### src/rtl/tmds_channel_decoder.sv
// tmds_channel_decoder: classifies one aligned TMDS symbol per pixel clock and recovers
// video, TERC4 island or control data, reporting the period in the transmitter's mode encoding.
module tmds_channel_decoder #(
    parameter int CN = 0
) (
    input  logic       clk_pixel,
    input  logic       reset,
    input  logic [9:0] tmds,
    input  logic [1:0] expect_period,
    output logic [2:0] mode,
    output logic [7:0] video_data,
    output logic [3:0] data_island_data,
    output logic [1:0] control_data,
    output logic       symbol_error
);
    typedef enum logic [2:0] {CTRL, VGUARD, VIDEO, DGUARD_LEAD, ISLAND, DGUARD_TRAIL, TRAIL_DONE} state_t;
    localparam logic [9:0] VGUARD_SYM = (CN == 1) ? 10'b0100110011 : 10'b1011001100;
    localparam logic [9:0] DGUARD_SYM = 10'b0100110011;
    state_t     state, state_n;
    logic [4:0] pkt, pkt_n;
    logic       wrapped, wrapped_n;
    logic [2:0] mode_n;
    logic [7:0] video_n, q, vid;
    logic [3:0] did_n, terc_val;
    logic [1:0] cd_n, ctrl_val;
    logic       err_n, is_ctrl, terc_ok, is_dguard;
    always_comb begin
        is_ctrl  = 1'b1;
        ctrl_val = 2'd0;
        case (tmds)
            10'b1101010100: ctrl_val = 2'd0;
            10'b0010101011: ctrl_val = 2'd1;
            10'b0101010100: ctrl_val = 2'd2;
            10'b1010101011: ctrl_val = 2'd3;
            default:        is_ctrl  = 1'b0;
        endcase
    end
    always_comb begin
        terc_ok  = 1'b1;
        terc_val = 4'd0;
        case (tmds)
            10'b1010011100: terc_val = 4'h0;
            10'b1001100011: terc_val = 4'h1;
            10'b1011100100: terc_val = 4'h2;
            10'b1011100010: terc_val = 4'h3;
            10'b0101110001: terc_val = 4'h4;
            10'b0100011110: terc_val = 4'h5;
            10'b0110001110: terc_val = 4'h6;
            10'b0100111100: terc_val = 4'h7;
            10'b1011001100: terc_val = 4'h8;
            10'b0100111001: terc_val = 4'h9;
            10'b0110011100: terc_val = 4'hA;
            10'b1011000110: terc_val = 4'hB;
            10'b1010001110: terc_val = 4'hC;
            10'b1001110001: terc_val = 4'hD;
            10'b0101100011: terc_val = 4'hE;
            10'b1011000011: terc_val = 4'hF;
            default:        terc_ok  = 1'b0;
        endcase
    end
    assign q         = tmds[9] ? ~tmds[7:0] : tmds[7:0];
    assign vid       = {q[7:1] ^ q[6:0] ^ {7{~tmds[8]}}, q[0]};
    // channel 0 carries HSYNC/VSYNC in the guard nibble, so any 11xx TERC4 code is a guard there
    assign is_dguard = (CN == 0) ? (terc_ok && terc_val[3:2] == 2'b11) : (tmds == DGUARD_SYM);
    always_comb begin
        state_n   = state;
        pkt_n     = pkt;
        wrapped_n = wrapped;
        mode_n    = mode;
        video_n   = video_data;
        did_n     = data_island_data;
        cd_n      = control_data;
        err_n     = 1'b0;
        if (is_ctrl) begin
            state_n = CTRL;
            mode_n  = 3'd0;
            cd_n    = ctrl_val;
        end else begin
            case (state)
                CTRL: begin
                    if (expect_period == 2'd1 && tmds == VGUARD_SYM) begin
                        state_n = VGUARD;
                        mode_n  = 3'd2;
                    end else if (expect_period == 2'd2 && is_dguard) begin
                        state_n = DGUARD_LEAD;
                        mode_n  = 3'd4;
                        did_n   = (CN == 0) ? terc_val : data_island_data;
                        cd_n    = (CN == 0) ? terc_val[1:0] : control_data;
                    end else begin
                        err_n = 1'b1;
                    end
                end
                VGUARD: begin
                    state_n = (tmds == VGUARD_SYM) ? VIDEO : CTRL;
                    mode_n  = (tmds == VGUARD_SYM) ? 3'd2 : 3'd0;
                    err_n   = (tmds != VGUARD_SYM);
                end
                VIDEO: begin
                    mode_n  = 3'd1;
                    video_n = vid;
                end
                DGUARD_LEAD: begin
                    if (is_dguard) begin
                        state_n   = ISLAND;
                        mode_n    = 3'd4;
                        pkt_n     = 5'd0;
                        wrapped_n = 1'b0;
                        did_n     = (CN == 0) ? terc_val : data_island_data;
                        cd_n      = (CN == 0) ? terc_val[1:0] : control_data;
                    end else begin
                        state_n = CTRL;
                        mode_n  = 3'd0;
                        err_n   = 1'b1;
                    end
                end
                ISLAND: begin
                    mode_n    = 3'd3;
                    pkt_n     = pkt + 5'd1;
                    wrapped_n = wrapped | (pkt == 5'd31);
                    if (CN != 0 && wrapped && pkt == 5'd0 && tmds == DGUARD_SYM) begin
                        state_n = DGUARD_TRAIL;
                        mode_n  = 3'd4;
                    end else begin
                        did_n = terc_ok ? terc_val : 4'd0;
                        err_n = ~terc_ok;
                    end
                end
                DGUARD_TRAIL: begin
                    state_n = (tmds == DGUARD_SYM) ? TRAIL_DONE : CTRL;
                    mode_n  = (tmds == DGUARD_SYM) ? 3'd4 : 3'd0;
                    err_n   = (tmds != DGUARD_SYM);
                end
                TRAIL_DONE: mode_n = 3'd4;
                default: begin
                    state_n = CTRL;
                    mode_n  = 3'd0;
                end
            endcase
        end
    end
    always_ff @(posedge clk_pixel or posedge reset) begin
        if (reset) begin
            state            <= CTRL;
            pkt              <= 5'd0;
            wrapped          <= 1'b0;
            mode             <= 3'd0;
            video_data       <= 8'd0;
            data_island_data <= 4'd0;
            control_data     <= 2'd0;
            symbol_error     <= 1'b0;
        end else begin
            state            <= state_n;
            pkt              <= pkt_n;
            wrapped          <= wrapped_n;
            mode             <= mode_n;
            video_data       <= video_n;
            data_island_data <= did_n;
            control_data     <= cd_n;
            symbol_error     <= err_n;
        end
    end
endmodule

### config.mk
export PLATFORM = sky130hd
export DESIGN_NAME = tmds_channel_decoder
export DESIGN_NICKNAME = d
export VERILOG_FILES = /design/src/rtl/tmds_channel_decoder.sv
export SDC_FILE = /design/constraint.sdc
export NUM_CORES = 1
export LEC_CHECK = 0
export ABC_AREA = 1
export CORE_ASPECT_RATIO = 2
export CORE_MARGIN = 2
export CORE_UTILIZATION = 36
export CTS_BUF_LIST = sky130_fd_sc_hd__clkbuf_8
export DETAILED_ROUTE_END_ITERATION = 12
export HOLD_SLACK_MARGIN = 0.08
export PLACE_DENSITY = 0.65
export SLEW_MARGIN = 20
export SYNTH_ARGS = -nofsm -noshare
export SYNTH_HDL_FRONTEND = slang
export SYNTH_SLANG_ARGS = --single-unit
### constraint.sdc
create_clock -name clk_pixel -period 1.51 [get_ports clk_pixel]
set_clock_uncertainty 0.2 [all_clocks]
set_input_delay 0.302 -clock clk_pixel [delete_from_list [all_inputs] [get_ports clk_pixel]]
set_output_delay 0.302 -clock clk_pixel [all_outputs]
set_load 0.02 [all_outputs]
==> results.json <==
{
  "cp_slowest_cell": "dfrtp_1",
  "diodes": 0,
  "synth_area_leaders": "dfrtp_1 28%, nand2_1 13%, nand3_1 8.7%, inv_1 6.1%, nor2_1 5.9%",
  "start_util_pct": 36.7,
  "arrival_ns": 1.58,
  "worstMarginPinSlew_ns": 0.264,
  "switching_share_pct": 42.9,
  "placed_cell_area_mm2": 0.00264,
  "grt_pass1_wl_mm": 8.69,
  "synth_commonest_cells": "64 x nand2_1, 32 x nand3_1, 30 x inv_1",
  "drtIter0Drc": 46,
  "total_power_mw": 3.26,
  "first_pass_iters": 4,
  "drive_gt1_share_pct": 51.2,
  "startpoint": "state[2]",
  "clk_path_buf_depth": 2,
  "ant_nets": 0,
  "vias_per_cell": 4.81,
  "drcViolationCount": 0,
  "synthDistinctLibCells": 28,
  "fill_cells": 460,
  "synth_edf_count": 0,
  "maxSlewViolCount": 0,
  "rsz0062_at_grt": "yes",
  "synth_top_area_share_pct": 28.4,
  "async_flop_share_pct": 100,
  "min_path_type": "input port to asynchronous set/reset pin",
  "slew_headroom_pct": 82.3,
  "coreArea_mm2": 0.00505,
  "timing.fmax_ghz": 0.629,
  "final_hold_viol_count": 0,
  "crit_fanout": 4,
  "clk_latency_ns": 0.26,
  "setup_viol": 11,
  "yosysTopAreaCell": "dfrtp_1",
  "timing.final.ws_setup_ns": -0.0796,
  "failed_checks": "setup timing",
  "htreeDepth": 1,
  "synth_ff_type": "dfrtp_1",
  "io_buffers": 31,
  "postSynthCellCount": 269,
  "nets": 384,
  "status": "finished with violations",
  "power_leakage_nw": 1.62,
  "syn2layout_area_growth_pct": 63.5,
  "gr-usage-all-layers_pct": 19.4,
  "syn_area_per_cell_um2": 6.88,
  "cts_sinks": 21,
  "place_hpwl_mm": 4.09,
  "clk_pin_slew_ns": 0.08,
  "holdWs_ns": 0.173,
  "fin_area_mm2": 0.00303,
  "via_count": 2055,
  "die_area_mm2": 0.00576,
  "synth-seq-area-share_pct": 28.4,
  "fp.dieW_um": 54.7,
  "syn_nets": 283,
  "power_switching_mw": 1.40,
  "synthMostInstantiatedCell": "nand2_1",
  "combPwrFrac_pct": 63.0,
  "fin_crit_ns": 1.59,
  "grt_max_degree": 22,
  "p_int_mw": 1.86,
  "yosysWarningCount": 0,
  "clockPowerShare_pct": 11.1,
  "r2r_start": "state[2]",
  "path_class": "flip-flop to flip-flop",
  "wl_per_cell_um": 12.5,
  "startpoint_type": "flip-flop",
  "crit_chain": "nor2_2 -> inv_2 -> nor2_4 -> buf_4 -> nand2_2 -> inv_2 -> nand3_4 -> nand2_2 -> nand2_1 -> o21ai_1",
  "period_share_pct": 105,
  "finalWirelength_mm": 5.32,
  "ir_drop_mv": 0.680,
  "slowest_delay_ns": 0.42,
  "synth_seq_cells": 21,
  "syn_area_mm2": 0.00185,
  "gr-total-overflow": 0,
  "final_cells": 427,
  "worst_ep_required_time_ns": 1.50,
  "cts_buffers": 3,
  "antenna_found_initial": 0,
  "rows": 37,
  "grt_pass1_vias": 2098,
  "cap_violations": 0,
  "cp-end-kind": "flip-flop",
  "io_pins": 32,
  "cts-root-buf": "clkbuf_8",
  "dieHeight_um": 105,
  "cts_tree": "done",
  "p_seq_share_pct": 25.8,
  "place_congestion": 0.898,
  "numPlacedInstances": 406,
  "power_density_mw_per_mm2": 1080
}
[worst max-delay path, delay by kind of cell (launching register included)]
| kind | cells | cell delay (ns) |
|---|---|---|
| flip-flops | 1 | 0.42 |
| AND/OR/NAND/NOR | 6 | 0.54 |
| buffers and inverters | 3 | 0.28 |
| AO/OA/AOI/OAI | 1 | 0.06 |
[power by group through the flow]
stage	Clock, mW	Combinational, mW	Sequential, mW
2_1_floorplan	0	0.864	1.05
3_3_place_gp	0	1.68	0.855
3_5_place_dp	0	1.70	0.861
4_1_cts	0.365	1.87	0.842
5_1_grt	0.392	2.22	0.862
6_report	0.363	2.05	0.842
[placed cells by master (no fill, tap or decap), types with 2 or more instances in the layout]
cell             instances
buf_2                    6
buf_4                   62
buf_6                    7
clkbuf_8                 3
clkdlybuf4s50_1          3
dfrtp_1                 21
dlygate4sd2_1           17
inv_1                   23
inv_2                   18
inv_4                    3
inv_8                    2
nand2_1                 44
nand2_2                 23
nand2_4                 11
nand3_1                 28
nand3_2                  8
nand3_4                  2
nand4_1                  5
nand4_4                  2
nor2_1                  17
nor2_2                  10
nor2_4                  14
nor3_1                   4
nor3_4                   2
o21ai_0                  3
o21ai_1                  2
o21ai_2                  9
xor2_1                  10
[timing repair]
action | 4_1_cts | 5_1_grt
gates cloned | 0 | 1
pin swaps | 33 | 10
buffers inserted | 14 | 2
resized for setup | 108 | 26
setup endpoints to repair | 39 | 22
endpoints found under the hold margin | 0 | 0
hold buffers | 0 | 0
[cell families after synthesis]
logic type | synth area share [%]
AO/OA/AOI/OAI | 6.49
XOR/XNOR | 5.21
buffers and inverters | 10.5
flip-flops | 28.4
AND/OR/NAND/NOR | 49.4
[per-stage QoR]
step           util [%]  setup slack, ns  TNS (ns)
3_3_place_gp       52.4           -0.802    -15.39
2_1_floorplan         -           -0.107    -0.748
4_1_cts            57.5          -0.0987    -0.453
6_report           60.0          -0.0796    -0.571
3_5_place_dp       52.4           -0.862    -15.96
5_1_grt            60.0           -0.176     -1.98
[layer usage]
| layer | GRT usage [%] | share of wire, % |
|---|---|---|
| met1 | 22.4 | 39 |
| met2 | 34.9 | 55 |
| met3 | 1.98 | 3.4 |
| met4 | 6.07 | 1.9 |
| met5 | 0 | 0 |
[final cells by class]
class | instances | area [um^2] | share of cell area [%]
Clock buffer | 3 | 41.3 | 1.36
Clock inverter | 1 | 3.75 | 0.124
Inverter | 45 | 191 | 6.33
Multi-Input combinational cell | 201 | 1380 | 45.7
Sequential cell | 21 | 526 | 17.4
Tap cell | 58 | 72.6 | 2.40
Timing Repair Buffer | 98 | 808 | 26.7
[path summary, 6_finish.rpt]
check                                end  slack (ns)  depth (start not counted)
setup / recovery                state[1]       -0.08                         10
hold / removal             video_data[0]        0.17                          3
setup reg to reg                state[1]       -0.08                         10
hold reg to reg            video_data[3]        0.28                          2
max in group asynchronous        mode[1]        0.72                          3
min in group clk_pixel     video_data[3]        0.28                          2
[sequential cells by signal, indices dropped and copies added, names as in the netlist]
register          count
state                 3
data_island_data      4
symbol_error          1
control_data          2
video_data            8
mode                  3
No activity file was read; power rests on OpenSTA's default activity.
